$ cat src/rtl/dmem_loader.sv
// dmem_loader: byte-stream front end for the matrix-multiply core.
// Receives a length-prefixed image of little-endian 16-bit words over a
// valid/ready byte interface, writes each word into data memory starting at
// BASE_ADDR, pulses start to the core and stays busy until core_end rises.
// Optional build macro: DMEM_LOADER_CHECKSUM_EN appends a trailing XOR
// checksum byte to every frame and gates the start pulse on it.
module dmem_loader #(
  parameter int ADDR_WIDTH = 16,
  parameter int DATA_WIDTH = 16,
  parameter int BASE_ADDR  = 0,
  parameter int MAX_WORDS  = 256
) (
  input  logic                  clk,
  input  logic                  RESET,
  input  logic [7:0]            rx_data,
  input  logic                  rx_valid,
  output logic                  rx_ready,
  output logic                  dm_write,
  output logic [ADDR_WIDTH-1:0] dm_address,
  output logic [DATA_WIDTH-1:0] dm_data,
  output logic                  start,
  input  logic                  core_end,
  output logic                  busy,
  output logic                  load_error,
  output logic [15:0]           words_loaded
);

  typedef enum logic [2:0] {
    S_IDLE,
    S_LEN_HI,
    S_DATA_LO,
    S_DATA_HI,
    S_WRITE,
`ifdef DMEM_LOADER_CHECKSUM_EN
    S_CHECK,
`endif
    S_START,
    S_RUN
  } state_t;

  // State entered once the last word is written (or immediately for N=0).
`ifdef DMEM_LOADER_CHECKSUM_EN
  localparam state_t S_TAIL = S_CHECK;
`else
  localparam state_t S_TAIL = S_START;
`endif

  state_t                  state_q;
  logic [7:0]              len_lo_q;
  logic [15:0]             len_q;
  logic [7:0]              byte_lo_q;
  logic [15:0]             cnt_q;
  logic [ADDR_WIDTH-1:0]   dm_address_q;
  logic [DATA_WIDTH-1:0]   dm_data_q;
  logic                    load_error_q;
  logic                    core_end_q;

  logic                    rx_fire;
  logic [15:0]             len_d;
  logic [15:0]             cnt_d;

  assign rx_fire = rx_valid & rx_ready;
  assign len_d   = {rx_data, len_lo_q};
  assign cnt_d   = cnt_q + 16'd1;

  // Byte acceptance window: only states that consume a frame byte are ready.
  always_comb begin
    // NOTE: default first so every path assigns rx_ready; otherwise a latch is inferred.
    rx_ready = 1'b0;
    case (state_q)
      S_IDLE, S_LEN_HI, S_DATA_LO, S_DATA_HI: rx_ready = 1'b1;
`ifdef DMEM_LOADER_CHECKSUM_EN
      S_CHECK:                                rx_ready = 1'b1;
`endif
      default:                                rx_ready = 1'b0;
    endcase
  end

  assign dm_write     = (state_q == S_WRITE);
  assign start        = (state_q == S_START);
  assign busy         = (state_q != S_IDLE);
  assign dm_address   = dm_address_q;
  assign dm_data      = dm_data_q;
  assign load_error   = load_error_q;
  assign words_loaded = cnt_q;

`ifdef DMEM_LOADER_CHECKSUM_EN
  logic [7:0] csum_q;

  // Running XOR of every accepted frame byte; restarts on the first length byte.
  always_ff @(posedge clk or posedge RESET) begin
    if (RESET) begin
      csum_q <= 8'h00;
    end else if (rx_fire) begin
      csum_q <= (state_q == S_IDLE) ? rx_data : (csum_q ^ rx_data);
    end
  end
`endif

  // Frame sequencer: length, word assembly, memory write, start and run tracking.
  always_ff @(posedge clk or posedge RESET) begin
    if (RESET) begin
      state_q      <= S_IDLE;
      len_lo_q     <= 8'h00;
      len_q        <= 16'h0000;
      byte_lo_q    <= 8'h00;
      cnt_q        <= 16'h0000;
      dm_address_q <= '0;
      dm_data_q    <= '0;
      load_error_q <= 1'b0;
      core_end_q   <= 1'b0;
    end else begin
      // NOTE: non-blocking assignments so every register samples pre-edge values.
      core_end_q <= core_end;
      case (state_q)
        S_IDLE: begin
          if (rx_fire) begin
            len_lo_q     <= rx_data;
            cnt_q        <= 16'h0000;
            load_error_q <= 1'b0;
            state_q      <= S_LEN_HI;
          end
        end
        S_LEN_HI: begin
          if (rx_fire) begin
            len_q <= len_d;
            if ({1'b0, len_d} > 17'(MAX_WORDS)) begin
              load_error_q <= 1'b1;
              state_q      <= S_IDLE;
            end else if (len_d == 16'h0000) begin
              state_q <= S_TAIL;
            end else begin
              state_q <= S_DATA_LO;
            end
          end
        end
        S_DATA_LO: begin
          if (rx_fire) begin
            byte_lo_q <= rx_data;
            state_q   <= S_DATA_HI;
          end
        end
        S_DATA_HI: begin
          if (rx_fire) begin
            // Address wraps modulo 2^ADDR_WIDTH by truncation.
            dm_address_q <= ADDR_WIDTH'(BASE_ADDR) + ADDR_WIDTH'(cnt_q);
            dm_data_q    <= DATA_WIDTH'({rx_data, byte_lo_q});
            state_q      <= S_WRITE;
          end
        end
        S_WRITE: begin
          cnt_q   <= cnt_d;
          state_q <= (cnt_d == len_q) ? S_TAIL : S_DATA_LO;
        end
`ifdef DMEM_LOADER_CHECKSUM_EN
        S_CHECK: begin
          if (rx_fire) begin
            if (rx_data == csum_q) begin
              state_q <= S_START;
            end else begin
              load_error_q <= 1'b1;
              state_q      <= S_IDLE;
            end
          end
        end
`endif
        S_START: begin
          state_q <= S_RUN;
        end
        S_RUN: begin
          // Only a fresh 0->1 of core_end ends the run.
          if (core_end && !core_end_q) begin
            state_q <= S_IDLE;
          end
        end
        default: begin
          state_q <= S_IDLE;
        end
      endcase
    end
  end

endmodule

$ cat config.mk
export PLATFORM = sky130hd
export DESIGN_NAME = dmem_loader
export DESIGN_NICKNAME = d
export VERILOG_FILES = /design/src/rtl/dmem_loader.sv
export SDC_FILE = /design/constraint.sdc
export NUM_CORES = 1
export LEC_CHECK = 0
export ABC_AREA = 1
export CORE_AREA = 2 2 103 105
export CTS_CLUSTER_DIAMETER = 30
export CTS_CLUSTER_SIZE = 40
export DETAILED_ROUTE_END_ITERATION = 8
export DIE_AREA = 0 0 105 107
export SYNTH_ARGS = -nofsm -noshare
export SYNTH_HDL_FRONTEND = slang
export SYNTH_SLANG_ARGS = --single-unit
$ cat constraint.sdc
create_clock -name clk -period 2.8 [get_ports clk]
set_input_delay 0.28 -clock clk [delete_from_list [all_inputs] [get_ports clk]]
set_output_delay 0.28 -clock clk [all_outputs]
set_load 0.02 [all_outputs]
==> impl_metrics.py <==
metrics = {
    "final_layout": {
        "num_antenna_cells": 0,
        "utilization_pct": 49.7,
        "design_area_um2": 5010,
        "multi_input_area_um2": 1580,
        "final.fill_count": 1028,
        "regArea_um2": 2130,
        "layout-drive-gt1-share_pct": 7.08,
        "area_growth_pct": 26.2,
        "nNetsFinal": 559,
    },
    "synthesis": {
        "synth_area_um2": 3970,
        "ys_types": 27,
        "synth_seq_cells": 85,
        "yosys.area.top_type": "dfrtp_1",
        "synthArstFlopShare_pct": 100,
        "synthTopCellsByArea": "dfrtp_1 54%, nand2_1 13%, o21ai_0 8.3%",
        "netlist_instances": 479,
        "synth.most_common_cell": "nand2_1",
        "synth_seq_area_share_pct": 53.6,
        "ys_warn_count": 0,
        "synthTopCellsByCount": "142 x nand2_1, 85 x dfrtp_1, 66 x o21ai_0, 56 x inv_1, 31 x nor2_1",
        "syn_nets": 492,
        "synth_edf_count": 0,
        "yosysTopAreaCellShare_pct": 53.6,
        "ys.flop_type": "dfrtp_1",
        "avgSynthCellArea_um2": 8.29,
    },
    "pwr": {
        "combPwrFrac_pct": 35.4,
        "peakVddDrop_mv": 0.470,
        "power_frac_seq_pct": 42.6,
        "switchingPower_uw": 1610,
        "intPower_uw": 2860,
        "power_density_nw_per_um2": 892,
        "p_clk_share_pct": 22.0,
        "p_leak_uw": 0.00231,
        "switching_share_pct": 36.0,
    },
    "floorplanning": {
        "placement_rows": 37,
        "start_util_pct": 39.4,
        "die_width_um": 105,
        "die_y_um": 107,
        "io_pins": 65,
        "coreArea_um2": 10100,
        "die_area_um2": 11200,
    },
    "global_route": {
        "overflow": 0,
        "antenna_found_initial": 0,
        "grt_first_pass_wirelength_mm": 16.1,
        "met1_usage_pct": 24.4,
        "grt_use_met2_pct": 28.7,
        "globalRouteMet3Util_pct": 4.44,
        "grt_max_degree": 55,
        "grt_pass1_vias": 3194,
        "grt_util_all_layers_pct": 18.0,
        "top_usage_layer": "met2",
    },
    "worst_setup_path": {
        "start_kind": "flop",
        "slowest_stage": "clkdlybuf4s50_1",
        "crit_cells": 4,
        "critical_path_class": "flop to output pin",
        "slowest_delay_ns": 0.64,
        "crit_arrival_ns": 1.89,
        "worst-path-buf-inv": 2,
        "required_ns": 2.52,
        "end_kind": "output pin",
        "cp_top_family": "buffers and inverters",
        "crit_fanout": 5,
        "crit_chain": "nor2_1 -> inv_1 -> nor2_2 -> clkdlybuf4s50_1",
        "rr_worst_depth": 14,
    },
    "clock_network": {
        "cts_buffers": 9,
        "cts.path.max_buffers": 2,
        "root_buffer": "clkbuf_8",
        "cts_sinks": 85,
        "cts_hold_buf": 0,
        "cts_tree": "built",
        "clk_latency_ns": 0.36,
        "cts_resized": 0,
        "cts.clk_slew.worst_paths_ns": 0.09,
        "postCtsSetupBuffers": 0,
        "cts.htree.levels": 3,
    },
    "route": {
        "wirelength_mm": 9.60,
        "num_vias": 3322,
        "ant_nets": 0,
        "drcViolationCount": 0,
        "initialDrtViolationCount": 137,
        "wl_per_cell_um": 14.0,
        "viasPerCell": 4.84,
        "drtPass1Iterations": 4,
    },
    "run_status": {
        "status": "finished, final reports clean",
    },
    "sta": {
        "hold_viol": 0,
        "slew_viol_final": 0,
        "rsz0062_at_grt": "false",
        "whs_ns": 0.276,
        "fin_setup_tns_ns": 0,
        "fin_skew_ns": 0.0158,
        "max_freq_ghz": 0.461,
        "tightest_slew_ns": 0.856,
        "fin_crit_ns": 2.17,
        "slew-limit-headroom_pct": 42.8,
        "fin_crit_sh_pct": 77.5,
        "setup_viol": 0,
        "layout_setup_ws_ns": 0.630,
    },
    "placed_design": {
        "dp_hpwl_mm": 6.96,
        "gp_congestion": 0.855,
        "dpl_cell_area_um2": 4780,
        "io_buffer_count": 64,
        "dpl_worst_slack_ns": 0.667,
    },
    "min_path": {
        "min_path_type": "primary input to async pin",
    },
    "flow_run": {
        "cap_violations": 0,
    },
}
## stage by stage
| stage | instances | total power [uW] |
|---|---|---|
| 2_1_floorplan | 479 | 2860 |
| 3_3_place_gp | 671 | 3480 |
| 3_5_place_dp | 671 | 3520 |
| 4_1_cts | 687 | 4520 |
| 5_1_grt | 687 | 4810 |
| 6_report | 687 | 4470 |
## final timing paths
| path | start | endpoint | slack [ns] |
|---|---|---|---|
| setup / recovery | state_q[0] | dm_write | 0.63 |
| hold / removal | RESET | dm_data[8] | 0.28 |
| setup reg to reg | words_loaded[0] | state_q[1] | 0.76 |
| hold reg to reg | dm_address[0] | dm_address[0] | 0.49 |
| max in group asynchronous | RESET | dm_address[2] | 1.85 |
| min in group clk | core_end | core_end_q | 0.38 |
## sequential cells by signal, summed over array words and instances, names as in the netlist
register / flops
byte_lo_q: 8
dm_data: 16
core_end_q: 1
load_error: 1
dm_address: 16
words_loaded: 16
state_q: 3
len_q: 16
len_lo_q: 8
## layout make-up
class	count	area share (%)
tap	136	3.39
sequential	85	42.4
clock buffer	10	2.75
clock inverter	6	1.85
multi-input combinational	323	31.4
timing repair buffer	69	13.8
inverter	58	4.37
## power by group through the flow
stage / logic (uW) / registers, uW / clock network [uW]
after detailed placement: 1600 / 1920 / 0
final: 1580 / 1900 / 984
after global routing: 1790 / 1960 / 1070
after CTS: 1600 / 1900 / 1010
after global placement: 1560 / 1910 / 0
after floorplan: 790 / 2070 / 0
## placed cells by master (no fill, tap or decap), drive strengths merged
cell type      count
a21oi              1
and3               1
buf                5
bufinv             2
clkbuf            10
clkdlybuf4s50     64
clkinv             2
clkinvlp           2
dfrtp             85
ha                 1
inv               58
mux2               8
nand2            143
nand3             30
nand3b             4
nand4             10
nor2              38
nor3               1
o2111ai            1
o211ai             1
o21a               1
o21ai             66
o22ai             10
xnor2              2
xnor3              2
xor2               3
## routing by layer
metal,vias to the layer above,part of all wire [%]
li1,1680,-
met1,1535,48
met2,97,46
met3,10,5.3
met4,0,1.2
met5,-,0
## kinds of logic (layout without fill, tap and decap cells)
group / after synthesis / count (layout) / share of synthesized area [%]
XOR/XNOR: 7 / 7 / 2.24
adder cells (fa/ha/maj): 1 / 1 / 0.315
AND/OR/NAND/NOR: 227 / 227 / 24.3
AO/OA/AOI/OAI: 80 / 80 / 10.6
flip-flops: 85 / 85 / 53.6
multiplexers: 8 / 8 / 2.27
buffers and inverters: 71 / 143 / 6.74
Power figures use the tool's default switching activity.
==> patch, RTL diff (same flow settings) <==
The parameter `MAX_WORDS` goes from 256 to 128.
--- a/src/rtl/dmem_loader.sv
+++ b/src/rtl/dmem_loader.sv
@@ -8,7 +8,7 @@
   parameter int ADDR_WIDTH = 16,
   parameter int DATA_WIDTH = 16,
   parameter int BASE_ADDR  = 0,
-  parameter int MAX_WORDS  = 256
+  parameter int MAX_WORDS  = 128
 ) (
   input  logic                  clk,
   input  logic                  RESET,
Check against the original RTL: not equivalent (a bounded check fails within 4 cycles, from zero or initial values and one cycle with RESET high).
==> patch against the unedited design <==
Routed wire length increased by 11%; clock skew about the same; via count increased by 9.5%; final area increased by 4.7%; area after synthesis increased by 6.7%; sequential cell count unchanged; total power increased by 4.0%; core utilization increased by 2.3 points; cell count increased by 7.1%; worst setup slack got worse by 0.13 ns; critical path type unchanged.
==> patch: results (changes against the unedited design) <==
route:
  wl_met1_microns: 5180  # was 4570 microns
  routed.top_layer: "met4"  # unchanged
  wl_per_cell_microns: 14.5  # was 14.0 microns
  dr_wl_met3_microns: 464  # was 511 microns
  dr_wl_met2_microns: 4950  # was 4400 microns
  drt_first_pass_iters: 4  # unchanged
  wl_microns: 10700  # was 9600 microns
  vias: 3636  # was 3,322
  postRouteAntennaNets: 0  # unchanged
  drt_first_iter_violations: 208  # was 137
yosys:
  avgSynthCellArea_sq_um: 7.98  # was 8.29 sq um
  async_reset_ff_frac: 1.00  # unchanged
  synthTopCellsByArea: "dfrtp_1, nand2_1, o21ai_0, nand3_1, inv_1"  # was dfrtp_1, nand2_1, o21ai_0, inv_1, nand3_1
  yosys-top-cells-count: "nand2_1, dfrtp_1, o21ai_0"  # unchanged
  yosysWarningCount: 0  # unchanged
  synth_seq_area_share: 0.502  # was 0.536
  synth_nets: 544  # was 492
  synthDistinctLibCells: 32  # was 27
outcome:
  run_status: "complete, no violations"  # unchanged
worst_setup_path:
  r2r_start: "words_loaded[0]"  # unchanged
  worstPathMaxFanout: 6  # was 5
  crit_slowest_cell: "clkdlybuf4s50_1"  # unchanged
  rr_endpoint: "state_q[0]"  # was state_q[1]
  r2r_slack_ns: 0.53  # was 0.76 ns
  reg2reg_depth: 13  # was 14
  startpoint: "state_q[1]"  # was state_q[0]
  cp.arrival_ns: 2.02  # was 1.89 ns
clocking:
  post_cts_resized: 0  # unchanged
  cts_made_buffers: 9  # unchanged
  clock_latency_ns: 0.37
  cts_setup_buffers: 0  # unchanged
  cts_root_buf: "clkbuf_8"  # unchanged
  clockBufferDepth: 2  # unchanged
pwr:
  leakage_nw: 2.49  # was 2.31 nW
  peakVddDrop_v: 0.000414  # was 0.000470 V
global_routing:
  grt_max_degree: 57  # was 55
  antenna_found_initial: 0  # unchanged
  grt_pass1_vias: 3524  # was 3,194
  grt_usage: 0.201  # was 0.180
  grt_pass1_wl_microns: 17700  # was 16,100 microns
placement:
  gp_congestion: 0.890  # was 0.855
  place_hpwl_microns: 7860  # was 6960 microns
  dp.cells: 720  # was 671
  io_buffers: 64  # unchanged
final_layout:
  drive_gt1_frac: 0.0917  # was 0.0708
  nNetsFinal: 608  # was 559
  diodes: 0  # unchanged
sta:
  fin_skew_ns: 0.0154  # was 0.0158 ns
  worst_pin_slew_ns: 0.877  # was 0.856 ns
[patch: area by class of cell]
class / count / area, sq um
fill: 1016 / 4840
sequential: 85 / 2130
multi-input combinational: 362 / 1780
timing repair buffer: 69 / 691
inverter: 68 / 256
tap: 136 / 170
clock buffer: 9 / 124
clock inverter: 7 / 104
[patch: per-stage QoR]
step           power [mW]  setup slack (ns)  area [sq um]  hold WS, ns
4_1_cts              4.70             0.478          5250        0.292
3_3_place_gp         3.64             0.659          5020        0.466
6_report             4.65             0.502          5250        0.270
3_5_place_dp         3.68             0.570          5020        0.472
2_1_floorplan        2.97             0.327          4240        0.311
5_1_grt              5.00             0.238          5250        0.310
[patch: worst max-delay path by stage]
stage | to | slack, ns | cells past startpoint
6_report | dm_write | 0.50 | 4
5_1_grt | state_q[2] | 0.24 | 15
4_1_cts | dm_write | 0.48 | 4
3_5_place_dp | state_q[1] | 0.57 | 16
3_3_place_gp | state_q[1] | 0.66 | 16
2_1_floorplan | byte_lo_q[0] | 0.33 | 1
[patch: cell families (layout without fill, tap and decap cells)]
logic type | after synthesis | in the layout | synth area share
AO/OA/AOI/OAI | 79 | 79 | 0.0957
XOR/XNOR | 2 | 2 | 0.00414
adder cells (fa/ha/maj) | 1 | 1 | 0.00295
buffers and inverters | 84 | 153 | 0.0786
flip-flops | 85 | 85 | 0.502
multiplexers | 8 | 8 | 0.0213
AND/OR/NAND/NOR | 272 | 272 | 0.295
[patch: layer usage]
layer | vias up | global-route usage
li1 | 1842 | -
met1 | 1701 | 0.277
met2 | 87 | 0.326
met3 | 6 | 0.0462
met4 | 0 | 0.0400
met5 | - | 0
[patch: where the power goes]
group	switching (mW)	internal, mW	leakage (nW)
Combinational	1.01	0.725	1.26
Sequential	0.263	1.64	1.12
Clock	0.493	0.515	0.108
